File: src/rtl/seq_div.sv
// seq_div -- multi-cycle restoring integer divider, one quotient bit per clock.
//
// Optional feature macro: SEQ_DIV_SIGNED_EN
//   defined   : signed_op selects two's-complement operands. Magnitudes are
//               taken on entry and signs are applied in the FIX state.
//   undefined : signed_op is ignored and every operation is unsigned. The
//               latency is the same in both builds.
//
// Ports
//   clock        rising-edge clock
//   clear_n      asynchronous active-low reset
//   start        division request, sampled only in IDLE
//   signed_op    1 = signed operands, sampled with start
//   dividend     numerator, sampled with start
//   divisor      denominator, sampled with start
//   busy         high from the accepting edge until done rises
//   done         one-cycle completion pulse
//   quotient     registered quotient, held until the next done
//   remainder    registered remainder, held until the next done
//   div_by_zero  registered zero-divisor flag, updated with each done
module seq_div #(
  parameter int unsigned WIDTH = 32
) (
  input  logic             clock,
  input  logic             clear_n,
  input  logic             start,
  input  logic             signed_op,
  input  logic [WIDTH-1:0] dividend,
  input  logic [WIDTH-1:0] divisor,
  output logic             busy,
  output logic             done,
  output logic [WIDTH-1:0] quotient,
  output logic [WIDTH-1:0] remainder,
  output logic             div_by_zero
);

  localparam int unsigned CW = $clog2(WIDTH);

  typedef enum logic [1:0] {
    S_IDLE,
    S_RUN,
    S_FIX
  } state_t;

  state_t           r_state;
  state_t           w_next;

  logic [WIDTH-1:0] r_a;      // dividend magnitude, shifted into quotient bits
  logic [WIDTH-1:0] r_m;      // divisor magnitude
  logic [WIDTH:0]   r_p;      // partial remainder
  logic [CW-1:0]    r_cnt;
  logic             r_zero;

  logic             r_done;
  logic [WIDTH-1:0] r_quo;
  logic [WIDTH-1:0] r_rem;
  logic             r_dbz;

  logic             w_accept;
  logic             w_div_zero;
  logic             w_last;
  logic [WIDTH:0]   w_shift;
  logic [WIDTH:0]   w_t;
  logic [WIDTH-1:0] w_dvd_mag;
  logic [WIDTH-1:0] w_dvs_mag;
  logic [WIDTH-1:0] w_quo_fix;
  logic [WIDTH-1:0] w_rem_fix;

  assign w_accept   = (r_state == S_IDLE) && start;
  assign w_div_zero = (divisor == '0);
  assign w_last     = (r_cnt == CW'(WIDTH - 1));

  // One restoring step: shift {P, A} left, then try to subtract M.
  // P < M always holds, so the shifted P fits in WIDTH+1 bits and the
  // borrow shows up in bit WIDTH of the difference.
  assign w_shift = {r_p[WIDTH-1:0], r_a[WIDTH-1]};
  assign w_t     = w_shift - {1'b0, r_m};

`ifdef SEQ_DIV_SIGNED_EN
  logic w_neg_dvd;
  logic w_neg_dvs;
  logic r_qsign;
  logic r_rsign;

  assign w_neg_dvd = signed_op & dividend[WIDTH-1];
  assign w_neg_dvs = signed_op & divisor[WIDTH-1];
  // The most negative value negates to itself, which is the correct
  // unsigned magnitude 2^(WIDTH-1).
  assign w_dvd_mag = w_neg_dvd ? ('0 - dividend) : dividend;
  assign w_dvs_mag = w_neg_dvs ? ('0 - divisor) : divisor;
  assign w_quo_fix = r_qsign ? ('0 - r_a) : r_a;
  assign w_rem_fix = r_rsign ? ('0 - r_p[WIDTH-1:0]) : r_p[WIDTH-1:0];

  always_ff @(posedge clock or negedge clear_n) begin
    if (!clear_n) begin
      r_qsign <= 1'b0;
      r_rsign <= 1'b0;
    end else if (w_accept) begin
      r_qsign <= w_neg_dvd ^ w_neg_dvs;
      r_rsign <= w_neg_dvd;
    end
  end
`else
  logic w_unused_sgn;

  assign w_unused_sgn = signed_op;
  assign w_dvd_mag    = dividend;
  assign w_dvs_mag    = divisor;
  assign w_quo_fix    = r_a;
  assign w_rem_fix    = r_p[WIDTH-1:0];
`endif

  always_ff @(posedge clock or negedge clear_n) begin
    if (!clear_n) begin
      r_state <= S_IDLE;
    end else begin
      r_state <= w_next;
    end
  end

  always_comb begin
    w_next = r_state;
    case (r_state)
      S_IDLE: begin
        if (start) begin
          w_next = w_div_zero ? S_FIX : S_RUN;
        end
      end
      S_RUN: begin
        if (w_last) begin
          w_next = S_FIX;
        end
      end
      S_FIX:   w_next = S_IDLE;
      default: w_next = S_IDLE;
    endcase
  end

  always_ff @(posedge clock or negedge clear_n) begin
    if (!clear_n) begin
      r_a    <= '0;
      r_m    <= '0;
      r_p    <= '0;
      r_cnt  <= '0;
      r_zero <= 1'b0;
    end else if (w_accept) begin
      // On a zero divisor A keeps the raw dividend so FIX can return it
      // unchanged as the remainder, whatever the signedness.
      r_a    <= w_div_zero ? dividend : w_dvd_mag;
      r_m    <= w_dvs_mag;
      r_p    <= '0;
      r_cnt  <= '0;
      r_zero <= w_div_zero;
    end else if (r_state == S_RUN) begin
      r_p   <= w_t[WIDTH] ? w_shift : w_t;
      r_a   <= {r_a[WIDTH-2:0], ~w_t[WIDTH]};
      r_cnt <= r_cnt + CW'(1);
    end
  end

  always_ff @(posedge clock or negedge clear_n) begin
    if (!clear_n) begin
      r_done <= 1'b0;
      r_quo  <= '0;
      r_rem  <= '0;
      r_dbz  <= 1'b0;
    end else begin
      r_done <= (r_state == S_FIX);
      if (r_state == S_FIX) begin
        r_quo <= r_zero ? '1 : w_quo_fix;
        r_rem <= r_zero ? r_a : w_rem_fix;
        r_dbz <= r_zero;
      end
    end
  end

  assign busy        = (r_state != S_IDLE);
  assign done        = r_done;
  assign quotient    = r_quo;
  assign remainder   = r_rem;
  assign div_by_zero = r_dbz;

endmodule

File: config.mk
export PLATFORM = sky130hd
export DESIGN_NAME = seq_div
export DESIGN_NICKNAME = d
export VERILOG_FILES = /design/src/rtl/seq_div.sv
export SDC_FILE = /design/constraint.sdc
export NUM_CORES = 1
export LEC_CHECK = 0
export ABC_AREA = 1
export ABC_CLOCK_PERIOD_IN_PS = 3000
export BUFFER_PORTS_ARGS = -buffer_cell sky130_fd_sc_hd__clkbuf_2
export CORE_MARGIN = 3
export CORE_UTILIZATION = 50
export CTS_CLUSTER_SIZE = 28
export DETAILED_ROUTE_END_ITERATION = 8
export GPL_TIMING_DRIVEN = 0
export HOLD_SLACK_MARGIN = 0.02
export PLACE_DENSITY = 0.69
export RECOVER_POWER = 50
export SYNTH_ARGS = -nofsm -noshare
export SYNTH_HDL_FRONTEND = slang
export SYNTH_SLANG_ARGS = --single-unit
File: constraint.sdc
create_clock -name clock -period 3 [get_ports clock]
set_clock_uncertainty 0.2 [all_clocks]
set_input_delay 0.6 -clock clock [delete_from_list [all_inputs] [get_ports clock]]
set_output_delay 0.6 -clock clock [all_outputs]
set_load 0.03 [all_outputs]
# [Yosys cells after proc, flatten, opt, wreduce, memory -nomap -nowiden]
# Index checks and enable logic that the tools add are counted.
[classes] mux=13 n_eq_ne=5 bitwise=1 n_reduce_logical=6 add_sub_neg=2
[op_table] cell="two-way mux 32 bit" n=7
[op_table] cell="subtractor 33 x 32 -> 33 bit" n=1
[op_table] cell="zero test 32 bit" n=1
[op_table] cell="two-way mux 5 bit" n=2
[op_table] cell="two-way mux 2 bit" n=3
[op_table] cell="adder 5 x 1 -> 5 bit, second input constant" n=1
[op_table] cell="equality test 5 bit, second input constant" n=1
[op_table] cell="!= test 2 bit, second input constant" n=2
[op_table] cell="case mux 2 bit (2 select lines)" n=1
[op_table] cell="nonzero test 2 bit" n=2
[op_table] cell="equality test 2 x 1 -> 1 bit, second input constant" n=1
[op_table] cell="equality test 2 bit, second input constant" n=1
[op_table] cell="zero test 2 bit" n=1
[op_table] cell="AND reduction 2 bit" n=1
[op_table] cell="logical AND 1 bit" n=1
[op_table] cell="inverter 1 bit" n=1
[word_totals] output_inout_bits=67 register_bits=170 wordCells=37

# [Longest topological paths before layout]
[logic_depth] depth_word=4 ltp_mapped=18

# [Worst setup path before layout]
# Ideal clock, no wire load.
[synth_path] path_type="register to register" from="reg r_a[31]" to="reg r_p[27]" path_stages_with_launch=18 n_path_buf=1 arrival_time_ns=2.098 required_time_ns=2.684 slack_ns=0.585 synth_period_minus_slack_ns=2.415 path_cell_list="dfrtp_1 -> inv_1 -> ha_1 -> inv_1 -> fa_1 -> nand2_1 -> nand2_1 -> nand3_2 -> nand2_2 -> nand2_2 -> nand2_2 -> nand2_2 -> nand3_1 -> nand2_4 -> buf_12 -> nand3_2 -> nand2_1 -> nand2_1"
[synth_between] elab_chain_cells=4
[synth_lines] item="start: declaration" line_no="48" rtl="logic [WIDTH-1:0] r_a;"
[synth_lines] item="start signal: assignment" line_no="149" rtl="r_a <= w_div_zero ? dividend : w_dvd_mag;"
[synth_lines] item="start signal: assignment" line_no="156" rtl="r_a <= {r_a[WIDTH-2:0], ~w_t[WIDTH]};"
[synth_lines] item="subtractor 33 x 32 -> 33 bit" line_no="77" rtl="assign w_t = w_shift - {1'b0, r_m};"
[synth_lines] item="two-way mux 32 bit" line_no="155" rtl="r_p <= w_t[WIDTH] ? w_shift : w_t;"
[synth_lines] item="two-way mux 32 bit" line_no="154" rtl="end else if (r_state == S_RUN) begin"
[synth_lines] item="two-way mux 32 bit" line_no="146" rtl="end else if (w_accept) begin"
[synth_lines] item="end signal: assignment" line_no="155"
[synth_lines] item="end: declaration" line_no="50" rtl="logic [WIDTH:0] r_p;"
# Every way passes these cells. The select of a mux whose other input is x is not followed.
# A chain may end at the register's enable or synchronous reset.

# [Worst setup path after layout]
[layout_path] from="reg r_a[31]" to="reg r_p[23]"
# The elaborated chain is that of the path after synthesis.

==> results.sh <==
export IMPL_drt_iter0_drc=646
export IMPL_grt_pass1_wl_mm=45.3
export IMPL_clk_latency_ps=430
export IMPL_portBuffers=133
export IMPL_dp_cells=1751
export IMPL_tightest_slew_ps=2200
export IMPL_drc=0
export IMPL_yosysSeqAreaShare_pct=43.3
export IMPL_fmaxAchievable_mhz=354
export IMPL_drive_above_1_share_pct=14.0
export IMPL_wl_per_cell_um=15.7
export IMPL_fin_crit_sh_pct=94.2
export IMPL_antenna_found_initial=0
export IMPL_cp_startpoint="r_a[31]$_DFFE_PN0P_"
export IMPL_dr_pass1_iters=5
export IMPL_ctsResizeCount=0
export IMPL_clock_sinks=170
export IMPL_cts_root_buf="clkbuf_16"
export IMPL_cts_buffers=17
export IMPL_nets=1613
export IMPL_synth_ff_type="dfrtp_1"
export IMPL_initial_core_util_pct=51.7
export IMPL_die_height_um=146
export IMPL_ant_nets=0
export IMPL_arrival_ps=2950
export IMPL_synth_edff_count=0
export IMPL_critPathSlowestCell="fa_1"
export IMPL_hold_path_class="input pin to flip-flop"
export IMPL_gp_congestion=0.930
export IMPL_min_period_ps=2820
export IMPL_n_antenna_cell=0
export IMPL_vias_per_cell=5.14
export IMPL_clock_path_buffers=2
export IMPL_ys_ff_latch=170
export IMPL_violations="capacitance limit, slew limit"
export IMPL_finalSetupViolCount=0
export IMPL_vias=9162
export IMPL_num_rows=50
export IMPL_h_tree_depth=4
export IMPL_die_w_um=146
export IMPL_cts_setup_buffers=0
export IMPL_slew_violations=96
export IMPL_syn2layout_area_growth_pct=16.3
export IMPL_status="finished, violations left"
export IMPL_finalNonFillerCells=1783
export IMPL_ios=135
export IMPL_rsz0062_at_grt="no"
export IMPL_cp_max_fo=10
export IMPL_ys_types=38
export IMPL_crit_chain="inv_2, ha_1, inv_1, fa_1, nand2_1, nand2_1, nand3_2, nand2_2, nand2_2, nand2_2, nand2_2, nand3_1, nand2_4, buf_6, nand2_1, nand3_1, nand2_1"
export IMPL_cp_data_required_time_ps=3120
export IMPL_cts_hold_buffers=0
export IMPL_syn_nets=1460
export IMPL_async_flop_share_pct=100
export IMPL_netlist_instances=1357
export IMPL_maxCapViolations=1
export IMPL_maxSlewHeadroom_pct=-46.9
export IMPL_cts_tree="yes"
export IMPL_core_area_um2=19000
export IMPL_grt_max_degree=97
export IMPL_yosys_warnings=0
export IMPL_totalWireLength_mm=28.1
export IMPL_hold_viol=0
export IMPL_grt_use_total_pct=26.4
export IMPL_first_global_vias=8711
export IMPL_reg2reg_from="r_a[31]$_DFFE_PN0P_"
export IMPL_path_class="flip-flop to flip-flop"
export IMPL_hp_start="dividend[26]"
export IMPL_slowest_delay_ps=410
export IMPL_path_clk_slew_ps=80
export IMPL_netlist_area_um2=9830
export IMPL_dp_hpwl_mm=21.6
export IMPL_grt_remaining_overflow=0
export IMPL_cp_start_kind="flip-flop"
export IMPL_cp_end_kind="flip-flop"
export IMPL_syn_area_per_cell_um2=7.24
export IMPL_die_area_um2=21400
==> layout by cell type, fill, tap and decap left out, types with 4 or more instances in the layout <==
master / synthesis / routed
inv_8: 0 / 4
xnor2_1: 13 / 13
nor4_1: 8 / 8
nand3_1: 55 / 54
clkbuf_16: 0 / 17
nand4_1: 9 / 9
inv_6: 0 / 4
nand3b_1: 6 / 6
clkbuf_1: 35 / 42
nand2_2: 24 / 25
o21ai_0: 103 / 103
buf_2: 3 / 4
nor2_1: 115 / 115
dfrtp_1: 170 / 170
nand3_2: 3 / 4
inv_1: 217 / 216
nand2_1: 437 / 436
a21oi_1: 51 / 51
buf_6: 5 / 5
clkbuf_2: 0 / 125
o221ai_1: 30 / 30
ha_1: 34 / 34
inv_2: 3 / 4
and2_1: 5 / 5
==> final timing paths <==
| path | end | slack, ps | depth (start not counted) |
|---|---|---|---|
| worst max register to register | r_p[23]$_DFFE_PN0P_ | 180 | 17 |
| max in group asynchronous | remainder[18]$_DFFE_PN0P_ | 670 | 1 |
| worst min register to register | r_m[0]$_DFFE_PN0P_ | 290 | 2 |
| min in group asynchronous | r_m[13]$_DFFE_PN0P_ | 630 | 1 |
| worst max-delay path | r_p[23]$_DFFE_PN0P_ | 180 | 17 |
| worst min-delay path | r_a[26]$_DFFE_PN0P_ | 170 | 3 |
==> stage by stage <==
stage	util, %	area (um2)	setup TNS [ps]	setup slack, ps	hold slack, ps
CTS	60.2	11400	0	118	85.2
global route	60.1	11400	0	0.196	166
detailed placement	57.1	10900	0	147	270
finish	60.1	11400	0	175	168
global placement	56.9	10800	-347480	-2060	266
floorplan	-	9830	0	585	104
==> kinds of logic after synthesis <==
kind of cell / after synthesis / share of synthesized area [%]
fa+ha+maj: 35 / 4.53
simple gates: 673 / 28.4
compound gates: 196 / 11.5
flops: 170 / 43.3
buf+inv: 268 / 11.0
xor+xnor: 15 / 1.34
==> cell usage after synthesis, types with 3 or more instances <==
library cell | n | area (um2)
nand2_1 | 437 | 1640
inv_1 | 217 | 815
dfrtp_1 | 170 | 4250
nor2_1 | 115 | 432
o21ai_0 | 103 | 515
nand3_1 | 55 | 275
a21oi_1 | 51 | 255
clkbuf_1 | 35 | 131
ha_1 | 34 | 425
o221ai_1 | 30 | 263
nand2_2 | 24 | 150
xnor2_1 | 13 | 114
nand4_1 | 9 | 56.3
nor4_1 | 8 | 50.1
nand3b_1 | 6 | 45.0
and2_1 | 5 | 31.3
buf_6 | 5 | 56.3
buf_2 | 3 | 15.0
inv_2 | 3 | 11.3
nand3_2 | 3 | 30.0
nor2_2 | 3 | 18.8
nor3_1 | 3 | 15.0
o21bai_1 | 3 | 22.5
==> sequential cells by signal, indices dropped and copies added (netlist names) <==
name and flops:
div_by_zero 1, done 1, quotient 32, r_a 32
r_cnt 5, r_m 32, r_p 32, r_state 2
r_zero 1, remainder 32
==> routing by layer <==
layer | share of wire [%] | routed length, um | vias up | track usage [%]
met2 | 47 | 13100 | 272 | 42.9
met4 | 2.1 | 593 | 0 | 7.95
met1 | 46 | 12900 | 4279 | 37.2
li1 | - | - | 4575 | -
met3 | 5.2 | 1450 | 36 | 3.41
met5 | 0 | 0 | - | 0
==> worst max-delay path: cells and delay by family (launching register included) <==
kind	cells	cell delay (ps)
adder cells (fa/ha/maj)	2	550
flip-flops	1	400
buffers and inverters	3	340
AND/OR/NAND/NOR	12	1220
==> layout make-up <==
type	instances	area [um2]
buffer	48	251
clock buffer	18	439
clock inverter	14	145
fill	1885	7590
inverter	220	826
multi-input combinational	919	4510
sequential	170	4250
tap	260	325
timing repair buffer	134	684
Power is not shown: default switching activity piles up to over one toggle a cycle in this logic, so the estimate is an artifact.
